**config.mk**
```make
export PLATFORM = sky130hd
export DESIGN_NAME = count_sequence_monitor
export DESIGN_NICKNAME = d
export VERILOG_FILES = /design/src/rtl/count_sequence_monitor.sv
export SDC_FILE = /design/constraint.sdc
export NUM_CORES = 1
export LEC_CHECK = 0
export CAP_MARGIN = 10
export CORE_MARGIN = 2
export CORE_UTILIZATION = 55
export CTS_BUF_LIST = sky130_fd_sc_hd__clkbuf_2
export DETAILED_ROUTE_END_ITERATION = 8
export DONT_BUFFER_PORTS = 1
export PLACE_DENSITY_LB_ADDON = 0.05
export SETUP_SLACK_MARGIN = 0.15
export SLEW_MARGIN = 40
export SYNTH_ARGS = -nofsm -noshare
export SYNTH_HDL_FRONTEND = slang
export SYNTH_HIERARCHICAL = 1
export SYNTH_SLANG_ARGS = --single-unit
```
**constraint.sdc**
```tcl
create_clock -name clk -period 2.62 [get_ports clk]
set_input_delay 0.393 -clock clk [delete_from_list [all_inputs] [get_ports clk]]
set_output_delay 0.393 -clock clk [all_outputs]
set_load 0.01 [all_outputs]
```
**src/rtl/count_sequence_monitor.sv**
```systemverilog
// count_sequence_monitor
// Watches the count bus of a modulo counter together with the enable that drives it.
// Each cycle-to-cycle step is judged against the legal modulo sequence. The monitor
// locks after LOCK_CNT consecutive good steps and flags breaks while locked. It also
// flags out-of-range samples, pulses on terminal-count wrap and keeps a saturating
// error tally. All status outputs are registered, so a sample taken at edge k is
// reported in the cycle that follows edge k.
//
// Optional feature macro: SEQMON_WRAP_CNT_EN
//   When defined, a free-running 16-bit wrap_count output is added. It counts wrap
//   pulses and is cleared only by rst.

// Invariant checks on the monitor outputs.
module count_sequence_monitor_chk #(
  parameter int unsigned ERR_W = 32'd8
) (
  input logic             clk,
  input logic             rst,
  input logic             locked,
  input logic             seq_err,
  input logic             illegal,
  input logic             wrap,
  input logic [ERR_W-1:0] err_count
);

  // A sequence error always drops lock in the same cycle it is reported.
  a_seq_err_unlocks : assert property (@(posedge clk) disable iff (rst) !(seq_err && locked));

  // A wrap lands on 0, which is always legal, so wrap and illegal never coincide.
  a_wrap_not_illegal : assert property (@(posedge clk) disable iff (rst) !(wrap && illegal));

  // A reported sequence error always leaves a non-zero tally.
  a_err_nonzero : assert property (@(posedge clk) disable iff (rst) !(seq_err && (err_count == {ERR_W{1'b0}})));

endmodule

module count_sequence_monitor #(
  parameter int unsigned WIDTH    = 32'd4,
  parameter int unsigned MODULUS  = 32'd10,
  parameter int unsigned LOCK_CNT = 32'd2,
  parameter int unsigned ERR_W    = 32'd8
) (
  input  logic             clk,
  input  logic             rst,
  input  logic             enable,
  input  logic [WIDTH-1:0] count,
  input  logic             err_clr,
  output logic             locked,
  output logic             seq_err,
  output logic             illegal,
  output logic             wrap,
  output logic [ERR_W-1:0] err_count
`ifdef SEQMON_WRAP_CNT_EN
  ,
  output logic [15:0]      wrap_count
`endif
);

  // Range comparisons are done one bit wider so MODULUS == 2**WIDTH is representable.
  localparam int unsigned      CMP_W    = WIDTH + 32'd1;
  localparam logic [CMP_W-1:0] MOD_EXT  = CMP_W'(MODULUS);
  localparam logic [WIDTH-1:0] TOP_VAL  = WIDTH'(MODULUS - 32'd1);
  localparam logic [3:0]       LOCK_TGT = 4'(LOCK_CNT);
  localparam logic [ERR_W-1:0] ERR_MAX  = {ERR_W{1'b1}};

  typedef enum logic [0:0] {
    ST_UNLOCKED = 1'b0,
    ST_LOCKED   = 1'b1
  } state_t;

  // Value the counter must show one edge after holding 'cur' with enable 'en'.
  function automatic logic [WIDTH-1:0] seq_next(input logic [WIDTH-1:0] cur, input logic en);
    logic [WIDTH-1:0] res;
    if (!en) begin
      res = cur;
    end else if (cur == TOP_VAL) begin
      res = {WIDTH{1'b0}};
    end else begin
      res = cur + WIDTH'(1'b1);
    end
    return res;
  endfunction

  // True when a sampled value lies inside 0..MODULUS-1.
  function automatic logic in_range(input logic [WIDTH-1:0] val);
    return ({1'b0, val} < MOD_EXT);
  endfunction

  // Previous-sample history
  logic [WIDTH-1:0] prev_count_r;
  logic             prev_en_r;
  logic             prev_vld_r;

  // Step evaluation
  logic [WIDTH-1:0] expected_s;
  logic             count_legal_s;
  logic             prev_legal_s;
  logic             good_step_s;
  logic             wrap_hit_s;

  // Lock tracking
  state_t           state_r;
  state_t           state_nxt_s;
  logic [3:0]       good_run_r;
  logic [3:0]       good_run_nxt_s;
  logic [3:0]       run_inc_s;
  logic             seq_err_nxt_s;

  // Registered outputs
  logic             locked_r;
  logic             seq_err_r;
  logic             illegal_r;
  logic             wrap_r;
  logic [ERR_W-1:0] err_count_r;
  logic [ERR_W-1:0] err_count_nxt_s;

  // Capture the current sample so the next edge can judge the step from it.
  always_ff @(posedge clk) begin
    if (rst) begin
      prev_count_r <= {WIDTH{1'b0}};
      prev_en_r    <= 1'b0;
      prev_vld_r   <= 1'b0;
    end else begin
      prev_count_r <= count;
      prev_en_r    <= enable;
      prev_vld_r   <= 1'b1;
    end
  end

  // Judge the step from the previous sample to the current one.
  always_comb begin
    expected_s    = seq_next(prev_count_r, prev_en_r);
    count_legal_s = in_range(count);
    prev_legal_s  = in_range(prev_count_r);
    good_step_s   = prev_vld_r & prev_legal_s & (count == expected_s);
    wrap_hit_s    = prev_vld_r & prev_en_r & (prev_count_r == TOP_VAL) &
                    (count == {WIDTH{1'b0}});
  end

  // Next lock state, good-step run length and sequence-error decision.
  always_comb begin
    state_nxt_s    = state_r;
    good_run_nxt_s = good_run_r;
    seq_err_nxt_s  = 1'b0;
    if (good_run_r < LOCK_TGT) begin
      run_inc_s = good_run_r + 4'd1;
    end else begin
      run_inc_s = good_run_r;
    end
    case (state_r)
      ST_UNLOCKED: begin
        if (good_step_s) begin
          good_run_nxt_s = run_inc_s;
          if (run_inc_s >= LOCK_TGT) begin
            state_nxt_s = ST_LOCKED;
          end else begin
            state_nxt_s = ST_UNLOCKED;
          end
        end else begin
          good_run_nxt_s = 4'd0;
          state_nxt_s    = ST_UNLOCKED;
        end
      end
      ST_LOCKED: begin
        if (good_step_s) begin
          state_nxt_s = ST_LOCKED;
        end else begin
          seq_err_nxt_s  = 1'b1;
          good_run_nxt_s = 4'd0;
          state_nxt_s    = ST_UNLOCKED;
        end
      end
      default: begin
        good_run_nxt_s = 4'd0;
        state_nxt_s    = ST_UNLOCKED;
      end
    endcase
  end

  // Lock state and run-length registers.
  always_ff @(posedge clk) begin
    if (rst) begin
      state_r    <= ST_UNLOCKED;
      good_run_r <= 4'd0;
    end else begin
      state_r    <= state_nxt_s;
      good_run_r <= good_run_nxt_s;
    end
  end

  // Saturating error tally; a clear coinciding with an error leaves a count of one.
  always_comb begin
    err_count_nxt_s = err_count_r;
    if (err_clr) begin
      err_count_nxt_s = ERR_W'(seq_err_nxt_s);
    end else if (seq_err_nxt_s && (err_count_r != ERR_MAX)) begin
      err_count_nxt_s = err_count_r + ERR_W'(1'b1);
    end else begin
      err_count_nxt_s = err_count_r;
    end
  end

  // Status output registers.
  always_ff @(posedge clk) begin
    if (rst) begin
      locked_r    <= 1'b0;
      seq_err_r   <= 1'b0;
      illegal_r   <= 1'b0;
      wrap_r      <= 1'b0;
      err_count_r <= {ERR_W{1'b0}};
    end else begin
      locked_r    <= (state_nxt_s == ST_LOCKED);
      seq_err_r   <= seq_err_nxt_s;
      illegal_r   <= ~count_legal_s;
      wrap_r      <= wrap_hit_s;
      err_count_r <= err_count_nxt_s;
    end
  end

  assign locked    = locked_r;
  assign seq_err   = seq_err_r;
  assign illegal   = illegal_r;
  assign wrap      = wrap_r;
  assign err_count = err_count_r;

`ifdef SEQMON_WRAP_CNT_EN
  logic [15:0] wrap_count_r;

  // Free-running wrap tally, modulo 2**16, untouched by err_clr.
  always_ff @(posedge clk) begin
    if (rst) begin
      wrap_count_r <= 16'd0;
    end else if (wrap_hit_s) begin
      wrap_count_r <= wrap_count_r + 16'd1;
    end else begin
      wrap_count_r <= wrap_count_r;
    end
  end

  assign wrap_count = wrap_count_r;
`endif

  count_sequence_monitor_chk #(
    .ERR_W(ERR_W)
  ) u_chk (
    .clk      (clk),
    .rst      (rst),
    .locked   (locked_r),
    .seq_err  (seq_err_r),
    .illegal  (illegal_r),
    .wrap     (wrap_r),
    .err_count(err_count_r)
  );

endmodule
```
=== Word-level counts from Yosys, hierarchy flattened ===
Index checks and enable logic that the tools add are counted.
W data, S select, Z words.

* Input bits: 8
* Bits in registers: 22
* Word-level logic and storage cells: 47
* Output and inout port bits: 12

* Bitwise logic cells: 7
* $lt $le $gt $ge: 4
* Equal/unequal tests: 4
* Add/subtract/negate cells: 3
* Mux-type cells: 15
* Reduce and logical (&&, ||, !) cells: 4

{| class="wikitable"
|+ Operators by type and width
! operator !! number
|-
| $mux W4 || 5
|-
| $add A4 B1 Y4 const B || 2
|-
| $add A8 B1 Y8 const B || 1
|-
| $lt A4 B4 Y1 const B || 2
|-
| $mux W1 || 8
|-
| $ne A8 B8 Y1 const B || 1
|-
| $pmux W4 S2 || 1
|-
| $and A1 B1 Y1 || 5
|-
| $eq A4 B4 Y1 || 1
|-
| $eq A4 B4 Y1 const B || 1
|-
| $ge A4 B2 Y1 const B || 1
|-
| $logic_not A4 Y1 || 1
|-
| $lt A4 B2 Y1 const B || 1
|-
| $ne A2 B2 Y1 const B || 1
|-
| $not A1 Y1 || 2
|-
| $pmux W1 S2 || 1
|-
| $reduce_bool A2 Y1 || 1
|-
| $reduce_or A2 Y1 || 1
|-
| $logic_and A1 B1 Y1 || 1
|}

=== Logic depth before layout (Yosys ltp) ===
Gate-level depths: netlist (run 1).

* Depth in word-level cells: 10
* Depth in mapped cells: 7
* Gate-level depth less buffers: 7

=== Worst setup path before layout (run 1) ===
OpenSTA, ideal clock, no wires.

* Path kind: register to register
* Start point: register prev_count_r[1]
* End point: register err_count_r[6], in the netlist err_count[6]
* Data required time: 2.541 ns
* Buffers on the path: 0
* Setup slack: 0.997 ns
* Stages on the path, launching flop included: 7
* Period minus slack after synthesis: 1.623 ns
* Data arrival time: 1.544 ns
* Setup time: 0.079 ns
* Cells stage by stage: dfxtp_1 > and3b_1 > a21oi_2 > xor2_2 > o2111ai_4 > and4b_1 > a211oi_2

* Cells in the longest elaborated chain, start to end: 8
* Elaborated cells on any way between the ends: 11
* Those cells by class: add/sub: 1; order compare: 1; eq/ne: 2; mux: 4; bitwise: 2; reduce/logical: 1

{| class="wikitable"
|+ Ends and longest elaborated chain
! what !! RTL line !! RTL
|-
| from (decl) || 90 || <nowiki>logic [WIDTH-1:0] prev_count_r;</nowiki>
|-
| from (signal assigned) || 120 || <nowiki>prev_count_r <= {WIDTH{1'b0}};</nowiki>
|-
| from (signal assigned) || 124 || <nowiki>prev_count_r <= count;</nowiki>
|-
| $add A4 B1 Y4 / $eq A4 B4 Y1 (equally long branches) || 79, 76 ||
|-
| $mux W4 || 76 || <nowiki>end else if (cur == TOP_VAL) begin</nowiki>
|-
| $mux W4 || 74 || <nowiki>if (!en) begin</nowiki>
|-
| $eq A4 B4 Y1 || 135 || <nowiki>good_step_s = prev_vld_r & prev_legal_s & (count == expected_s);</nowiki>
|-
| $and A1 B1 Y1 * || 135 ||
|-
| $mux W1 * || 165 || <nowiki>if (good_step_s) begin</nowiki>
|-
| $mux W1 * || 150 || <nowiki>case (state_r)</nowiki>
|-
| $logic_and A1 B1 Y1 * || 196 || <nowiki>end else if (seq_err_nxt_s && (err_count_r != ERR_MAX)) begin</nowiki>
|-
| to (signal assigned) || 210 || <nowiki>err_count_r <= {ERR_W{1'b0}};</nowiki>
|-
| to (signal assigned) || 216 || <nowiki>err_count_r <= err_count_nxt_s;</nowiki>
|-
| to (decl) || 114 || <nowiki>logic [ERR_W-1:0] err_count_r;</nowiki>
|}

Every way passes the cells marked *; elsewhere a longest branch is shown, timed or not.
A chain may end at the register's enable or synchronous reset.

=== Final worst setup path (run 1) ===
Same ends and word-level chain as after synthesis.

==> summary.txt, run 1 <==
Worst setup path
  – CP Launch Type: flip-flop
  – Worst path cell trace: nand3_1 > mux2i_1 > a32o_2 > o2111ai_4 > and4b_1 > a211oi_2
  – CP max FO: 19
  – Worst reg2reg setup slack: 680 ps
  – CP Buf/Inv Count: 0
  – Worst EP arrival: 2180 ps
  – Crit Path Category: reg -> reg
  – Required @ worst endpoint: 2860 ps
  – Critical R2R Capture: err_count[6]$_SDFFE_PP0P_
  – Worst R2R Start: prev_count_r[1]$_SDFF_PP0_
  – CP delay by family, top: compound AO/OA/AOI/OAI gates
  – Worst Setup End Kind: flip-flop
  – CP max stage delay: 460 ps
  – Slowest-stage cell, CP: dfxtp_1
  – Worst R2R Path Depth: 6

Layout
  – Most common cell after layout, fill and taps aside: dfxtp_1
  – ANT cells: 0
  – Area Growth Syn to Fin: 2.408%
  – FILL cells: 196
  – Multi-input logic area: 613.1 µm²
  – Share of cells above drive strength 1: 0.1368
  – Final #Nets: 129
  – Seq. cell area: 440.4 µm²
  – Most frequent cells in the layout: dfxtp_1, nand2_1, nor2_1

Clock network
  – H-Tree Depth: 1
  – CTS max path bufs: 2
  – # clock sinks: 22
  – CTS Buf Count: 3
  – Clock slew at reported path FFs: 180 ps
  – Root buf cell: clkbuf_2
  – CTS tree: built
  – CTS Hold Bufs: 0
  – Post-CTS setup buffers: 0
  – Clock Latency Late Sink: 300 ps
  – PostCTS Resize Cnt: 0

Floorplan
  – Core footprint: 1922 µm²
  – FP Rows: 16
  – Die H: 48.54 µm
  – Die X: 48.54 µm
  – Die area: 2356 µm²
  – Initial core utilization: 0.5677
  – Top-Level Pins: 20

Logic synthesis
  – Post-Synth Adder-Cell Area: 0.02294
  – Mux contribution to synthesized area: 0.03670
  – Yosys cell types: 44
  – Syn Inst Count: 118
  – Post-synth EDFFs: 0
  – Synth Area in Simple Gates: 0.2764
  – Post-Syn Area: 1091 µm²
  – Synth Register Bits: 22
  – Area contributors post-synth: dfxtp_1, mux2i_1, nand2_1
  – Post-synthesis xor/xnor area fraction: 0.05505
  – Post-synthesis async set-or-reset flop share: 0
  – Ys Warns: 6
  – Primary FF master, synth: dfxtp_1
  – Largest family of logic cells by synthesized area: simple AND/OR/NAND/NOR gates
  – Seq/Total Area, Yosys: 0.4037
  – Syn_nets: 128
  – Post-synth top area share: 0.4037
  – Yosys top cell by area: dfxtp_1
  – Synthesized area per cell: 9.246 µm²
  – Synth Area in Compound Gates: 0.1709

GRT
  – Initial antenna violation count: 0
  – GRT Total Usage: 0.1740
  – First-pass GRT wire length: 3.229 mm
  – Largest net degree at the start of global routing: 20
  – Total gr overflow: 0
  – Vias in the first global route: 735

STA
  – Post-route clock period utilization: 0.7401
  – Finish-stage setup viols: 0
  – Post-layout minimum cycle time: 1939 ps
  – Fmax: 515.7 MHz
  – Least-Margin Pin Slew: 571.7 ps
  – RSZ-0062 raised after global routing: false
  – Final Max Tran Viols: 0
  – Skew final: 6.447 ps
  – Relative slew slack: 0.6154
  – Final hold vios: 0
  – Post-route setup TNS: 0 ps

Worst hold path
  – Hold Path Origin: rst
  – Hold Crit Endpoint: err_count[0]$_SDFFE_PP0P_
  – Worst hold path class: in -> reg
  – Worst Hold Depth: 1

Placement
  – Final Wtd Congestion: 0.7605
  – # port buffers: 0
  – DP HPWL: 1.436 mm

Job
  – Maxcap violations: 0

Routing
  – Post-DR vias/cell: 5.736
  – Final wirelength: 1.908 mm
  – Vias: 826
  – Final ANT Viol Nets: 0
  – Routed len/inst: 13.25 µm
  – DRC Markers: 0
  – DR pass1 iterations: 4
  – Drt initial violations: 15

Power
  – P_leak: 0.0004071 µW
  – Pwr dens: 453.4 nW/µm²
  – Overall power: 506.6 µW
  – Peak VDD IR: 0.3460 mV

Run status
  – Status: completed
-- worst register-to-register path, delay by kind of cell (launching register included) --
family,cells,cell delay [ps]
AOI/OAI and AO/OA,3,730
DFF,1,460
muxes,1,240
and+or+nand+nor,2,460
-- where the power goes --
part	internal (µW)	total [µW]	switching (µW)
Clock	31.2	121	89.3
Combinational	18.9	36.8	17.9
Sequential	341	349	8.20
-- sequential cells by signal, indices dropped and copies added (netlist names) --
register	flops
err_count	8
good_run_r	4
illegal	1
locked	1
prev_count_r	4
prev_en_r	1
prev_vld_r	1
seq_err	1
wrap	1
-- per-layer routing --
layer | part of all wire | GRT usage
met4 | 0.0021 | 0.05714
met1 | 0.49 | 0.2279
met3 | 0.046 | 0.05247
met2 | 0.46 | 0.2755
met5 | 0 | 0
-- cell usage after synthesis (2+ instances only) --
cell type	n
dfxtp_1	22
nand2_1	10
nor2_1	7
a21oi_1	6
nand3_1	6
nor3_1	6
nor2b_1	5
inv_1	4
mux2i_1	4
xnor2_1	4
a31oi_1	3
clkbuf_1	3
or3_1	3
and3_2	2
ha_1	2
nand2b_1	2
nor3b_1	2
-- cells by family (layout without fill, tap and decap cells) --
kind of cell / after synthesis / in the layout
flip-flops: 22 / 22
AND/OR/NAND/NOR: 54 / 54
buffers and inverters: 8 / 7
adder cells (fa/ha/maj): 2 / 2
XOR/XNOR: 6 / 6
multiplexers: 4 / 4
AO/OA/AOI/OAI: 22 / 22
-- per-stage QoR --
step	utilization	area, µm²	cells	hold WS [ps]	setup WS, ps
floorplan	-	1091	118	452.6	996.7
CTS	0.5814	1117	144	99.75	647.0
detailed placement	0.5736	1102	141	466.5	693.5
global placement	0.5736	1102	141	465.8	754.7
global route	0.5814	1117	144	76.22	504.3
finish	0.5814	1117	144	124.9	680.9
-- worst max path at each step --
stage	from	endpoint	cells after the start
floorplan	prev_count_r[1]$_SDFF_PP0_	err_count[6]$_SDFFE_PP0P_	6
global placement	prev_count_r[1]$_SDFF_PP0_	err_count[6]$_SDFFE_PP0P_	6
detailed placement	prev_en_r$_SDFF_PP0_	err_count[6]$_SDFFE_PP0P_	6
CTS	prev_count_r[1]$_SDFF_PP0_	err_count[6]$_SDFFE_PP0P_	6
global route	prev_count_r[1]$_SDFF_PP0_	err_count[6]$_SDFFE_PP0P_	6
finish	prev_count_r[1]$_SDFF_PP0_	err_count[6]$_SDFFE_PP0P_	6
-- cell type report --
type	count	share of cell area
clock buffer	3	0.01344
inverter	4	0.01344
multi-input combinational	88	0.5487
sequential	22	0.3942
tap	27	0.03024
Note: power is estimated with default switching activity, not from simulation.
==> run 2, diff against run 1 <==
==> constraint.sdc (replaced) <==
create_clock -name clk -period 1.8 [get_ports clk]
set_input_delay 0.27 -clock clk [delete_from_list [all_inputs] [get_ports clk]]
set_output_delay 0.27 -clock clk [all_outputs]
set_load 0.01 [all_outputs]
==> summary.txt, run 2 (same netlist as run 1, synthesis figures left out) <==
Clock network
  – Clock slew at reported path FFs: 200 ps (+20 ps)
  – # clock sinks: 22 (unchanged)
  – CTS max path bufs: 2 (unchanged)
  – Root buf cell: clkbuf_2
  – Clock Latency Late Sink: 310 ps (about the same)
  – CTS tree: built
  – CTS Buf Count: 3 (unchanged)
  – H-Tree Depth: 1 (unchanged)
  – CTS Hold Bufs: 6 (+6)

Worst setup path
  – CP max FO: 7 (-12)
  – CP max stage delay: 430 ps (-30 ps)
  – Crit Path Category: reg -> reg
  – Worst EP arrival: 1950 ps (-230 ps)
  – CP Buf/Inv Count: 1 (+1)
  – CP delay by family, top: flip-flops
  – CP Launch Type: flip-flop
  – Worst Setup End Kind: flip-flop
  – Required @ worst endpoint: 2020 ps (-840 ps)
  – Worst path cell trace: and3b_1 > a21oi_2 > xor2_2 > o2111ai_4 > buf_4 > and3_2
  – Slowest-stage cell, CP: dfxtp_4

Layout
  – Most frequent cells in the layout: dfxtp_1, buf_4, nand2_1, nor2_1
  – Max reg flops: 8 (unchanged)
  – ANT cells: 0 (unchanged)
  – Most common cell after layout, fill and taps aside: dfxtp_1
  – Final #Nets: 148 (+15%)
  – Seq. cell area: 454.2 µm² (+3.1%)
  – Share of cells above drive strength 1: 0.2920 (+0.1552)
  – FILL cells: 161 (-18%)
  – Multi-input logic area: 678.2 µm² (+11%)
  – Area Growth Syn to Fin: 23.74%
  – Design area: 1350 µm² (+21%)
  – Core occupancy in the finished layout: 0.7025 (+0.1211)

Power
  – P_int: 594.5 µW (+52%)
  – Peak VDD IR: 0.4344 mV (+26%)
  – Seq pwr share: 0.646 (-0.044)
  – Net Switching: 194.2 µW (+68%)
  – P_leak: 0.0005125 µW (+26%)
  – Pwr dens: 584.2 nW/µm² (+29%)
  – Clk pwr share: 0.237 (about the same)
  – Switching portion of total power: 0.2462 (+0.01846)
  – Comb power frac: 0.117 (+0.044)

Floorplan
  – Core footprint: 1922 µm² (unchanged)
  – Die H: 48.54 µm (unchanged)
  – Die area: 2356 µm² (unchanged)
  – Top-Level Pins: 20 (unchanged)
  – Die X: 48.54 µm (unchanged)
  – Initial core utilization: 0.5677 (unchanged)
  – FP Rows: 16 (unchanged)

STA
  – Least-Margin Pin Slew: 537.8 ps (-33.93 ps)
  – Final Max Tran Viols: 0 (unchanged)
  – Post-route clock period utilization: 0.9591 (+0.2190)
  – Relative slew slack: 0.6382 (+0.02283)
  – Post-layout minimum cycle time: 1726 ps (-212.7 ps)
  – Hold_ws: -19.95 ps (-144.9 ps)
  – Fmax: 579.2 MHz (+12%)
  – Skew final: 14.18 ps (+7.737 ps)
  – RSZ-0062 raised after global routing: true
  – Finish-stage setup viols: 0 (unchanged)
  – Final hold vios: 1 (+1)

GRT
  – Initial antenna violation count: 0 (unchanged)
  – Vias in the first global route: 917 (+25%)
  – GRT Total Usage: 0.2271 (+0.05304)
  – Largest net degree at the start of global routing: 19 (-5.0%)
  – Total gr overflow: 0 (unchanged)
  – First-pass GRT wire length: 4.195 mm (+30%)

Run status
  – Status: complete, but fails checks
  – Failing checks: hold timing

Routing
  – Routed len/inst: 14.46 µm (+9.1%)
  – DR pass1 iterations: 5 (+1)
  – Vias: 956 (+16%)
  – Final wirelength: 2.371 mm (+24%)
  – Final ANT Viol Nets: 0 (unchanged)
  – Drt initial violations: 23 (+8)
  – DRC Markers: 0 (unchanged)
  – Post-DR vias/cell: 5.829 (+1.6%)

Placement
  – # port buffers: 0 (unchanged)
  – Final Wtd Congestion: 0.7818 (+2.8%)
  – DP HPWL: 1.570 mm (+9.3%)
  – Area of placed instances: 1170 µm² (+6.1%)

Job
  – Maxcap violations: 0 (unchanged)

Worst hold path
  – Worst hold path class: in -> reg
-- run 2: cell types whose count changed in the layout (fill, tap and decap cells not counted), moves of 2 or more --
| cell | before | now |
|---|---|---|
| dfxtp_4 | 0 | 3 |
| dlygate4sd3_1 | 0 | 6 |
| dfxtp_1 | 22 | 17 |
| buf_4 | 0 | 12 |
| dfxtp_2 | 0 | 2 |
| nor3b_2 | 0 | 2 |
| nor3b_1 | 2 | 0 |
-- run 2: worst paths after layout --
| path | startpoint | endpoint | slack [ps] | depth (start not counted) |
|---|---|---|---|---|
| setup / recovery | prev_count_r[1]$_SDFF_PP0_ | seq_err$_SDFF_PP0_ | 70 | 6 |
| hold / removal | rst | err_count[0]$_SDFFE_PP0P_ | -20 | 1 |
| setup reg to reg | prev_count_r[1]$_SDFF_PP0_ | seq_err$_SDFF_PP0_ | 70 | 6 |
| hold reg to reg | prev_vld_r$_DFF_P_ | wrap$_SDFF_PP0_ | 490 | 2 |
-- run 2: layout make-up --
| type | count | area share |
|---|---|---|
| timing repair buffer | 18 | 0.1112 |
| sequential | 22 | 0.3364 |
| inverter | 4 | 0.01112 |
| tap | 27 | 0.02502 |
| clock buffer | 3 | 0.01112 |
| multi-input combinational | 89 | 0.5023 |
| clock inverter | 1 | 0.002780 |
-- run 2: power by group through the flow --
stage	Combinational (µW)	Sequential (µW)	Clock (µW)
6_report	92.5	509	187
5_1_grt	101	511	209
4_1_cts	91.4	508	194
3_5_place_dp	59.2	518	0
3_3_place_gp	58.3	517	0
2_1_floorplan	54.5	515	0
-- run 2: repair_timing --
item	4_1_cts	5_1_grt
buffers inserted	3	0
gates resized for setup	12	5
endpoints found under the setup margin	14	14
pin swaps	7	7
endpoints found under the hold margin	10	6
gates cloned	1	0
-- run 2: through the flow --
step	TNS [ps]	hold slack [ps]	power, µW	std cells	setup slack (ps)
detailed placement	-25.71	344.6	576.9	150	-13.48
global placement	0	344.3	575.4	150	39.70
global route	-4.763	-50.68	821.7	164	-3.670
finish	0	-19.95	788.7	164	73.62
floorplan	0	380.2	570.0	118	176.7
CTS	0	-21.54	793.4	164	110.4
-- run 2: worst reg2reg max path: cells and delay by family (launching register included) --
| family | cells | cell delay [ps] |
|---|---|---|
| buffers and inverters | 1 | 220 |
| AND/OR/NAND/NOR | 2 | 400 |
| AO/OA/AOI/OAI | 2 | 390 |
| flip-flops | 1 | 430 |
| XOR/XNOR | 1 | 220 |
-- run 2: metal layers --
layer / GRT usage / wire [µm]
met5: 0 / 0
met4: 0.06667 / 13
met3: 0.06173 / 155
met2: 0.3657 / 1165
met1: 0.2998 / 1036
